### config.mk
export PLATFORM = sky130hd
export DESIGN_NAME = uart_tx_serial
export DESIGN_NICKNAME = d
export VERILOG_FILES = /design/src/rtl/uart_pkg.sv /design/src/rtl/uart_baud_counter.sv /design/src/rtl/uart_tx_serial.sv
export SDC_FILE = /design/constraint.sdc
export NUM_CORES = 1
export LEC_CHECK = 0
export BUFFER_PORTS_ARGS = -buffer_cell sky130_fd_sc_hd__buf_2
export CAP_MARGIN = 5
export CORE_UTILIZATION = 35
export CTS_CLUSTER_DIAMETER = 200
export DETAILED_ROUTE_END_ITERATION = 10
export PLACE_DENSITY = 0.47
export SYNTH_ARGS = -nofsm -noshare
export SYNTH_HDL_FRONTEND = slang
export SYNTH_SLANG_ARGS = --single-unit
### constraint.sdc
create_clock -name CLK -period 3 [get_ports CLK]
set_clock_uncertainty 0.1 [all_clocks]
set_input_delay 0.3 -clock CLK [delete_from_list [all_inputs] [get_ports CLK]]
set_output_delay 0.3 -clock CLK [all_outputs]
set_load 0.05 [all_outputs]
### src/rtl/uart_pkg.sv
// Shared UART definitions: transmitter state encoding, parity modes and the
// default baud divisor that both the transmit and receive sides use.
package uart_pkg;

  typedef enum logic [2:0] {IDLE, START, DATA, PARITY, STOP} TxState;

  localparam int unsigned PAR_NONE = 0;
  localparam int unsigned PAR_EVEN = 1;
  localparam int unsigned PAR_ODD  = 2;

  localparam int unsigned DEFAULT_CLKS_PER_BIT = 16;

  function automatic int unsigned cnt_width(input int unsigned n);
    return (n <= 2) ? 1 : $clog2(n);
  endfunction

endpackage

### src/rtl/uart_baud_counter.sv
// Modulo-MODULUS counter: runs while en is high, pulses tc on the last count
// and wraps to zero; held at zero while disabled.
module uart_baud_counter
  import uart_pkg::*;
#(
  parameter int unsigned MODULUS = DEFAULT_CLKS_PER_BIT
) (
  input  logic clk,
  input  logic rst,
  input  logic en,
  output logic tc
);

  localparam int unsigned W = cnt_width(MODULUS);

  logic [W-1:0] cnt_q, cnt_d;

  assign tc = en && (cnt_q == W'(MODULUS - 1));

  always_comb begin
    cnt_d = '0;
    if (en && !tc) cnt_d = cnt_q + 1'b1;
  end

  always_ff @(posedge clk or posedge rst) begin
    if (rst) cnt_q <= '0;
    else     cnt_q <= cnt_d;
  end

endmodule

### src/rtl/uart_tx_serial.sv
// UART transmitter with enable/ready put interface and a one-entry holding
// register so consecutive frames leave the line with no idle gap.
module uart_tx_serial
  import uart_pkg::*;
#(
  parameter int unsigned CLKS_PER_BIT = DEFAULT_CLKS_PER_BIT,
  parameter int unsigned DATA_BITS    = 8,
  parameter int unsigned PARITY       = PAR_NONE,
  parameter int unsigned STOP_BITS    = 1
) (
  input  logic                 CLK,
  input  logic                 RST,
  input  logic [DATA_BITS-1:0] put_data,
  input  logic                 EN_put,
  output logic                 RDY_put,
  output logic                 tx,
  output logic                 busy
);

  TxState               state_q, state_d;
  logic [DATA_BITS-1:0] shift_q, shift_d;
  logic [DATA_BITS-1:0] hold_data_q, hold_data_d;
  logic                 hold_q, hold_d;
  logic [2:0]           bit_q, bit_d;
  logic                 par_q, par_d;
  logic                 tx_q, tx_d;
  logic                 tc;
  logic                 accept;
  logic                 load_put;
  logic                 load_hold;

  function automatic logic par_of(input logic [DATA_BITS-1:0] v);
    return (^v) ^ (PARITY == PAR_ODD);
  endfunction

  uart_baud_counter #(.MODULUS(CLKS_PER_BIT)) u_baud (
    .clk (CLK),
    .rst (RST),
    .en  (state_q != IDLE),
    .tc  (tc)
  );

  assign accept  = EN_put && !hold_q;
  assign RDY_put = !hold_q;
  assign busy    = (state_q != IDLE) || hold_q;
  assign tx      = tx_q;

  always_comb begin
    state_d     = state_q;
    shift_d     = shift_q;
    hold_d      = hold_q;
    hold_data_d = hold_data_q;
    bit_d       = bit_q;
    par_d       = par_q;
    load_put    = 1'b0;
    load_hold   = 1'b0;

    case (state_q)
      IDLE: begin
        if (accept) begin
          load_put = 1'b1;
          state_d  = START;
        end
      end
      START: begin
        if (tc) begin
          state_d = DATA;
          bit_d   = '0;
        end
      end
      DATA: begin
        if (tc) begin
          shift_d = shift_q >> 1;
          if (bit_q == 3'(DATA_BITS - 1)) begin
            bit_d   = '0;
            state_d = (PARITY != PAR_NONE) ? uart_pkg::PARITY : STOP;
          end else begin
            bit_d = bit_q + 3'd1;
          end
        end
      end
      uart_pkg::PARITY: begin
        if (tc) begin
          state_d = STOP;
          bit_d   = '0;
        end
      end
      STOP: begin
        if (tc) begin
          if (bit_q == 3'(STOP_BITS - 1)) begin
            bit_d = '0;
            // A held byte wins; otherwise a put on this very edge chains straight in.
            if (hold_q) begin
              load_hold = 1'b1;
              state_d   = START;
            end else if (accept) begin
              load_put = 1'b1;
              state_d  = START;
            end else begin
              state_d = IDLE;
            end
          end else begin
            bit_d = bit_q + 3'd1;
          end
        end
      end
      default: state_d = IDLE;
    endcase

    if (load_put) begin
      shift_d = put_data;
      par_d   = par_of(put_data);
    end
    if (load_hold) begin
      shift_d = hold_data_q;
      par_d   = par_of(hold_data_q);
      hold_d  = 1'b0;
    end
    if (accept && !load_put) begin
      hold_d      = 1'b1;
      hold_data_d = put_data;
    end

    // tx is registered from the next state so it lines up with state_q.
    case (state_d)
      START:            tx_d = 1'b0;
      DATA:             tx_d = shift_d[0];
      uart_pkg::PARITY: tx_d = par_d;
      default:          tx_d = 1'b1;
    endcase
  end

  always_ff @(posedge CLK or posedge RST) begin
    if (RST) begin
      state_q     <= IDLE;
      shift_q     <= '0;
      hold_q      <= 1'b0;
      hold_data_q <= '0;
      bit_q       <= '0;
      par_q       <= 1'b0;
      tx_q        <= 1'b1;
    end else begin
      state_q     <= state_d;
      shift_q     <= shift_d;
      hold_q      <= hold_d;
      hold_data_q <= hold_data_d;
      bit_q       <= bit_d;
      par_q       <= par_d;
      tx_q        <= tx_d;
    end
  end

endmodule

==> reports/results.ini, run 1 <==
[worst_setup_path]
worstPathRequired_ps = 3050
startpoint_type = register
arrival_ps = 2350
cp_max_fo = 11
path_class = reg2reg
endpoint_kind = register

[placement]
pre_cts_slack_ps = 689
portBuffers = 13
place_congestion = 0.798
dp_hpwl_um = 2430

[worst_hold_path]
hold_path.class = in2reg

[timing]
relSlewSlack = 0.643
worst_hold_slack_ps = 188
setup_ws_ps = 701
period_needed_ps = 2300
fin_setup_tns_ps = 0
clock.fmax_mhz = 435
finalHoldViolations = 0
rsz0062_at_grt = false
setup_viol = 0
tightest_slew_ps = 534
slew_violations = 0
fin_crit_sh = 0.766

[clock_network]
cts_buffers = 5
cts_tree = built
insertion_delay_ps = 270
h-tree-depth = 2
clk_pin_slew_ps = 60
clk_path_buf_depth = 2
cts_sinks = 29
cts_root_buf = clkbuf_8
post-cts-setup-buffers = 0

[floorplanning]
die_w_um = 71.0
start_util = 0.372
design.core.area_mm2 = 0.00447
die_area_mm2 = 0.00504
io_pins = 14
die_height_um = 71.0
row_count = 24

[global_route]
grt_pass1_wl_um = 5840
antenna_found_initial = 0
grt-ovfl-total = 0
track_usage = 0.154
grt_pass1_vias = 1188
grt_start_max_net_pins = 30

[synth]
ys_async_sr_fraction = 1.00
synth_cell_types = 43
synth_edf_count = 0
synth_top_cell_by_area = dfrtp_1
ys_top_cells_by_count = dfrtp_1 (28), xnor2_1 (15), nand2_1 (13)
ys.flop_type = dfrtp_1
syn-num-nets = 172
syn_area_mm2 = 0.00167
yosysSeqAreaShare = 0.437
yosys_register_bits = 29
synth.area.top_cells = dfrtp_1 (42%), xnor2_1 (7.9%), a221o_1 (3.6%), mux2_2 (3.4%), a22o_1 (3.2%)
synth_top_cell_area_share = 0.421
synth.most_common_cell = dfrtp_1
postSynthCellCount = 157
ys_warn_count = 0
avgSynthCellArea_um2 = 10.6

[routing]
drt_iter0_markers = 87
wl_per_cell_um = 15.1
ant_nets = 0
dr.pass1.iters = 6
viasPerCell = 5.48
num_vias = 1243
drt_wl_total_um = 3430
drcViolationCount = 0

[final_layout]
nets = 189
antenna_cells = 0
syn_to_final_growth_pct = 12.8
drive_gt1_frac = 0.223
n_fill_cell = 431

[pwr]
p_leak_nw = 0.840
vdd_drop_max_v = 0.000233
cellPowerDensity_mw_per_mm2 = 423

[status]
outcome = complete, no violations

[job]
drv_cap = 0

==> metrics by stage <==
| step | instance area, um^2 | instances | power, mW | util |
|---|---|---|---|---|
| 6_report | 1880 | 227 | 0.795 | 0.420 |
| 4_1_cts | 1880 | 227 | 0.812 | 0.420 |
| 2_1_floorplan | 1670 | 157 | 0.456 | - |
| 3_5_place_dp | 1780 | 218 | 0.477 | 0.397 |
| 5_1_grt | 1880 | 227 | 0.837 | 0.420 |
| 3_3_place_gp | 1780 | 218 | 0.476 | 0.397 |
==> cell families after synthesis <==
logic type,share of synthesized area
compound gates,0.189
xor+xnor,0.0842
fa+ha+maj,0.0301
buf+inv,0.0466
flops,0.437
mux,0.0609
simple gates,0.153
==> layout by cell type, fill, tap and decap left out, drive strengths merged, types with 2 or more instances in the layout <==
cell type and instances:
nand2b 2, buf 16, mux2 9, dfrtp 28
nor2 12, o21a 3, ha 4, xnor2 15
a221o 6, a22o 6, inv 10, nand3 7
a21oi 4, nor3b 2, clkbuf 8, a211oi 4
o21ai 9, nand2 13
==> cell type report <==
type	instances	area [um^2]	share of cell area
multi-input combinational	111	861	0.458
sequential	29	727	0.387
timing repair buffer	17	97.6	0.0520
clock buffer	8	90.1	0.0480
tap	52	65.1	0.0346
inverter	10	37.5	0.0200
==> per-layer routing <==
metal	vias to the layer above	global-route usage	routed length, um
li1	595	-	-
met1	604	0.210	1670
met2	38	0.231	1510
met3	6	0.0442	195
met4	0	0.0600	56
met5	-	0	0
==> worst paths after layout <==
| check | slack [ps] | endpoint | from | cells past startpoint |
|---|---|---|---|---|
| worst max-delay path | 700 | hold_data_q[7] | u_baud.cnt_q[0] | 6 |
| worst min-delay path | 190 | hold_data_q[5] | put_data[5] | 2 |
| worst max register to register | 700 | hold_data_q[7] | u_baud.cnt_q[0] | 6 |
| worst min register to register | 360 | u_baud.cnt_q[0] | u_baud.cnt_q[0] | 1 |
| max in group asynchronous | 1940 | tx | RST | 4 |
| min in group asynchronous | 540 | state_q[2] | RST | 4 |
==> timing repair <==
action / CTS / global route
hold buffers: 1 / 0
gates resized for setup: 0 / 0
hold endpoints to repair: 14 / 0
setup endpoints to repair: 0 / 0
==> critical path, stage by stage (launching register included) <==
cell     delay (ps)
dfrtp_1         370
ha_1            220
nand3_2         240
o21a_4          300
nor2_2          440
nor3b_4         160
mux2_1          340
==> sequential cells by signal, summed over array words and instances (netlist names) <==
register      flops
u_baud.cnt_q      4
tx                1
bit_q             3
shift_q           8
hold_q            1
state_q           3
par_q             1
hold_data_q       8
==> power by group <==
group          internal, mW  leakage [nW]  switching, mW  total [mW]
logic                0.0315         0.427         0.0324      0.0639
registers             0.400         0.367        0.00586       0.406
clock network         0.187        0.0455          0.139       0.325
total                 0.618         0.840          0.177       0.795
(Power assumes the default switching activity.)
==> run 2, diff against run 1 <==
- clock period: 3 -> 2.3 ns (I/O delays scaled with it)
==> run 2 against run 1 <==
Total power increased by 46%. Critical endpoint is now busy. Global-route usage grew 0.59 points. Combinational power up 31%. Final cell count increased by 2.6%. Sequential share of layout area down 1.5 points. Critical path type is now reg2out. Hold slack worse by 73 ps. Clock power is 68% higher. Routed wire length is 2.1% higher. Largest cell class unchanged. Non-clock buffer count rose by 6. Largest power group is now clock.
==> reports/results.ini, run 2 (synthesis results as in run 1) <==
[floorplanning]
die_area_mm2 = 0.00504  ; unchanged
die_w_um = 71.0  ; unchanged
start_util = 0.372  ; unchanged
die_height_um = 71.0  ; unchanged
design.core.area_mm2 = 0.00447  ; unchanged
io_pins = 14  ; unchanged
row_count = 24  ; unchanged

[placement]
place_congestion = 0.752  ; was 0.798
portBuffers = 13  ; unchanged
dp_hpwl_um = 2590  ; was 2430 um

[pwr]
p_comb_frac = 0.072  ; was 0.080
netSwitchingFraction = 0.211  ; was 0.223
p_int_uw = 914  ; was 618 uW
p_leak_nw = 0.882  ; was 0.840 nW
netSwitchingPower_uw = 245  ; was 177 uW
power_frac_clock = 0.471  ; was 0.409
p_total_mw = 1.16  ; was 795 uW
cellPowerDensity_mw_per_mm2 = 593  ; was 423 mW/mm^2
vdd_drop_max_v = 0.000330  ; was 0.000233 V
sequentialPowerShare = 0.457  ; was 0.510

[timing]
slew_violations = 0  ; unchanged
fin_setup_tns_ps = 0  ; unchanged
fin_crit_sh = 0.890
relSlewSlack = 0.730  ; was 0.643
period_needed_ps = 2050
finalHoldViolations = 0  ; unchanged
worst_hold_slack_ps = 115  ; was 188 ps
rsz0062_at_grt = false  ; unchanged
tightest_slew_ps = 401  ; was 534 ps
setup_viol = 0  ; unchanged
clock.fmax_mhz = 488

[clock_network]
cts_sinks = 29  ; unchanged
cts_buffers = 5  ; unchanged
post-cts-setup-buffers = 0  ; unchanged
h-tree-depth = 2  ; unchanged
cts_tree = built  ; unchanged
cts_resized = 0  ; unchanged
clk_path_buf_depth = 2  ; unchanged
cts_root_buf = clkbuf_8  ; unchanged
clk_pin_slew_ps = 70  ; was 60 ps
insertion_delay_ps = 280  ; was 270 ps

[global_route]
grt-ovfl-total = 0  ; unchanged
grt_start_max_net_pins = 23  ; was 30
grt_pass1_wl_um = 6200  ; was 5840 um
grt_pass1_vias = 1275  ; was 1188
antenna_found_initial = 0  ; unchanged
track_usage = 0.160  ; was 0.154

[final_layout]
n_fill_cell = 426  ; was 431
mostFrequentLayoutCells = dfrtp_1 (28), xnor2_1 (15), nand2_1 (13), buf_2 (13), inv_1 (10)  ; unchanged
antenna_cells = 0  ; unchanged
top_regs = hold_data_q (8), shift_q (8), u_baud.cnt_q (4)  ; unchanged
syn_to_final_growth_pct = 17.3  ; was 12.8%
nets = 195  ; was 189
drive_gt1_frac = 0.260  ; was 0.223
final_common_cell = dfrtp_1  ; unchanged

[worst_setup_path]
endpoint_kind = output port  ; was register
arrival_ps = 1720  ; was 2350 ps
startpoint_type = register  ; unchanged
cp_max_fo = 9  ; was 11
worstPathRequired_ps = 1970  ; was 3050 ps
path_class = reg2out  ; was reg2reg
worst-r2r-setup-slack_ps = 250  ; was 700 ps

[routing]
ant_nets = 0  ; unchanged
drcViolationCount = 0  ; unchanged
wl_per_cell_um = 15.0  ; was 15.1 um
viasPerCell = 5.33  ; was 5.48
dr.pass1.iters = 6  ; unchanged
num_vias = 1242  ; was 1243
drt_iter0_markers = 83  ; was 87
drt_wl_total_um = 3500  ; was 3430 um

[status]
outcome = complete, no violations  ; unchanged

[worst_hold_path]
hold_path.class = in2reg  ; unchanged

[job]
drv_cap = 0  ; unchanged

run 2: path summary, 6_finish.rpt:
kind / start / endpoint / cells after the start
worst max-delay path: state_q[0] / busy / 5
worst min-delay path: put_data[5] / hold_data_q[5] / 2
worst max register to register: u_baud.cnt_q[0] / hold_data_q[5] / 7
worst min register to register: u_baud.cnt_q[0] / u_baud.cnt_q[0] / 1
max in group asynchronous: RST / tx / 4
min in group asynchronous: RST / u_baud.cnt_q[1] / 3
run 2: routing by layer:
| metal | share of wire | routed length [um] | GRT usage |
|---|---|---|---|
| met5 | 0 | 0 | 0 |
| met3 | 0.025 | 89 | 0.0385 |
| met4 | 0.010 | 36 | 0.0533 |
| met2 | 0.45 | 1580 | 0.235 |
| met1 | 0.51 | 1790 | 0.230 |
run 2: area by class of cell:
| class | count | area [um^2] | share of cell area |
|---|---|---|---|
| multi-input combinational | 111 | 861 | 0.441 |
| clock inverter | 2 | 37.5 | 0.0192 |
| clock buffer | 6 | 82.6 | 0.0423 |
| sequential | 29 | 727 | 0.372 |
| tap | 52 | 65.1 | 0.0333 |
| inverter | 10 | 37.5 | 0.0192 |
| timing repair buffer | 23 | 143 | 0.0730 |
run 2: worst max-delay path, cell delays in order (launching register included):
cell and delay [ps]:
dfrtp_1 490, or2_1 360, buf_4 190, nor2_1 120
nand2_1 60, buf_2 210
run 2: power groups by stage:
stage	sequential [mW]	combinational, mW	clock [mW]
final	0.529	0.0836	0.546
after global routing	0.530	0.0916	0.590
after CTS	0.529	0.0853	0.565
after detailed placement	0.538	0.0841	0
after global placement	0.538	0.0832	0
after floorplan	0.540	0.0546	0
run 2: through the flow:
stage,area [um^2],util,worst slack (ps),instances
floorplan,1670,-,347,157
global placement,1820,0.407,282,224
detailed placement,1820,0.407,269,224
CTS,1950,0.437,231,233
global route,1950,0.437,78.1,233
finish,1950,0.437,253,233
run 2: what timing repair did:
action,in CTS,in global routing
hold buffers,1,0
endpoints found under the setup margin,0,0
endpoints found under the hold margin,7,0
==> run 3, diff against run 2 <==
- GPL_ROUTABILITY_DRIVEN: not set -> 0
- HOLD_SLACK_MARGIN: not set -> 0.08
- PLACE_DENSITY: 0.47 -> not set
==> run 3 against run 2 <==
Routed wire length up 0.46%. Die area stayed put. Critical path depth stayed put. Total power fell by 11%. Combinational power grew 3.5%. Clock-buffer cell count fell by 1. Global-route usage rose by 0.16 points. Flip-flop and latch count unchanged. Design area fell by 2.1%. Largest cell class unchanged. Highest routed layer unchanged.
==> reports/results.ini, run 3 (synthesis results as in run 1) <==
[worst_hold_path]
hold_path_end = hold_data_q[5]  ; unchanged
hold_path.class = in2reg  ; unchanged
hold_start = put_data[5]  ; unchanged
min_path_cells = 2  ; unchanged

[routing]
ant_nets = 0  ; unchanged
num_vias = 1243  ; was 1242
drt_iter0_markers = 47  ; was 83
wl_per_cell_um = 15.1  ; was 15.0 um
dr.pass1.iters = 6  ; unchanged
drt_wl_total_um = 3510  ; was 3500 um
drcViolationCount = 0  ; unchanged
viasPerCell = 5.36  ; was 5.33

[timing]
relSlewSlack = 0.463  ; was 0.730
fin_setup_tns_ps = 0  ; unchanged
fin_crit_sh = 0.908  ; was 0.890
rsz0062_at_grt = false  ; unchanged
finalHoldViolations = 0  ; unchanged
slew_violations = 0  ; unchanged
period_needed_ps = 2090  ; was 2050 ps
clock.fmax_mhz = 479  ; was 488 MHz
setup_viol = 0  ; unchanged
tightest_slew_ps = 805  ; was 401 ps
worst_hold_slack_ps = 111  ; was 115 ps

[worst_setup_path]
worst_path_max_delay_cell = or4b_4  ; was dfrtp_1
path_class = reg2reg  ; was reg2out
worst-r2r-setup-slack_ps = 210  ; was 250 ps
endpoint_kind = register  ; was output port
slowest_delay_ps = 620  ; was 490 ps
cp_top_family = simple AND/OR/NAND/NOR gates  ; unchanged
cp.buffers_inverters = 1  ; was 2
worstPathRequired_ps = 2370  ; was 1970 ps
cp_max_fo = 9  ; unchanged
reg2regPathDepth = 5  ; was 7
arrival_ps = 2150  ; was 1720 ps
startpoint_type = register  ; unchanged
path_cells = or4b_4, nor2_2, nor3b_4, buf_4, mux2_1  ; was or2_1, buf_4, nor2_1, nand2_1, buf_2
rr_endpoint = hold_data_q[0]  ; was hold_data_q[5]
r2r_start = state_q[0]  ; was u_baud.cnt_q[0]

[placement]
portBuffers = 13  ; unchanged
placed_area_mm2 = 0.00182  ; about the same
dp_hpwl_um = 2600  ; was 2590 um
dp.cells = 223  ; was 224

[final_layout]
final_cell_area_mm2 = 0.00191  ; was 0.00195 mm^2
multi_input_area_um2 = 861  ; unchanged
n_fill_cell = 419  ; was 426
top_regs = hold_data_q (8), shift_q (8), u_baud.cnt_q (4)  ; unchanged
fin_cells = 232  ; was 233
ff_latch_area_um2 = 727  ; unchanged
mostFrequentLayoutCells = dfrtp_1 (28), xnor2_1 (15), nand2_1 (13), buf_2 (13), inv_1 (10)  ; unchanged
drive_gt1_frac = 0.256  ; was 0.260
nets = 194  ; was 195
antenna_cells = 0  ; unchanged
syn_to_final_growth_pct = 14.8  ; was 17.3%
final_common_cell = dfrtp_1  ; unchanged

[floorplanning]
die_height_um = 71.0  ; unchanged
io_pins = 14  ; unchanged
row_count = 24  ; unchanged
start_util = 0.372  ; unchanged
die_area_mm2 = 0.00504  ; unchanged
die_w_um = 71.0  ; unchanged
design.core.area_mm2 = 0.00447  ; unchanged

[clock_network]
post-cts-setup-buffers = 0  ; unchanged
cts_buffers = 5  ; unchanged
cts_resized = 0  ; unchanged
insertion_delay_ps = 280  ; about the same
clk_path_buf_depth = 2  ; unchanged
cts_tree = built  ; unchanged
hold_buffers = 1  ; unchanged
cts_root_buf = clkbuf_8  ; unchanged
clk_pin_slew_ps = 70  ; about the same
cts_sinks = 29  ; unchanged
h-tree-depth = 2  ; unchanged

[pwr]
p_leak_nw = 0.865  ; was 0.882 nW
p_total_mw = 1.03  ; was 1.16 mW
vdd_drop_max_v = 0.000384  ; was 0.000330 V
cellPowerDensity_mw_per_mm2 = 539  ; was 593 mW/mm^2

[job]
drv_cap = 0  ; unchanged

[global_route]
grt_pass1_vias = 1328  ; was 1275
grt_start_max_net_pins = 22  ; was 23
track_usage = 0.161  ; was 0.160
antenna_found_initial = 0  ; unchanged
grt-ovfl-total = 0  ; unchanged
grt_pass1_wl_um = 6270  ; was 6200 um

[status]
outcome = complete, no violations  ; unchanged

-- run 3: worst reg2reg max path, cell delays in order, from the launching register on --
cell and delay (ps):
dfrtp_1 500, or4b_4 620, nor2_2 180, nor3b_4 60, buf_4 180, mux2_1 330
-- run 3: final cells by class --
cell class / count / share of cell area
repair buffers: 22 / 0.0707
flip-flops and latches: 29 / 0.380
multi-input cells: 111 / 0.450
clock buffers: 5 / 0.0360
well taps: 52 / 0.0340
clock inverters: 3 / 0.00916
inverters: 10 / 0.0196
-- run 3: power breakdown --
part,internal [mW],switching [mW]
Clock,0.208,0.206
Combinational,0.0422,0.0443
Sequential,0.522,0.00783
-- run 3: routing by layer --
metal	track usage	wire (um)	part of all wire
met5	0	0	0
met4	0.0689	78	0.022
met3	0.0399	152	0.043
met2	0.269	1710	0.49
met1	0.199	1570	0.45
-- run 3: how the worst max path moves through the flow --
stage                     from              to  slack [ps]  depth (start not counted)
6_report            state_q[0]  hold_data_q[0]         210                          5
3_5_place_dp   u_baud.cnt_q[0]  hold_data_q[0]         210                          7
5_1_grt        u_baud.cnt_q[0]  hold_data_q[1]         100                          7
2_1_floorplan  u_baud.cnt_q[0]  hold_data_q[2]         350                          6
3_3_place_gp          bit_q[0]  hold_data_q[3]         280                          8
4_1_cts        u_baud.cnt_q[0]  hold_data_q[0]         200                          7
-- run 3: metrics by stage --
stage / utilization / worst slack [ps]
6_report: 0.427 / 212
5_1_grt: 0.427 / 96.6
4_1_cts: 0.427 / 204
3_5_place_dp: 0.406 / 213
3_3_place_gp: 0.406 / 276
2_1_floorplan: - / 347
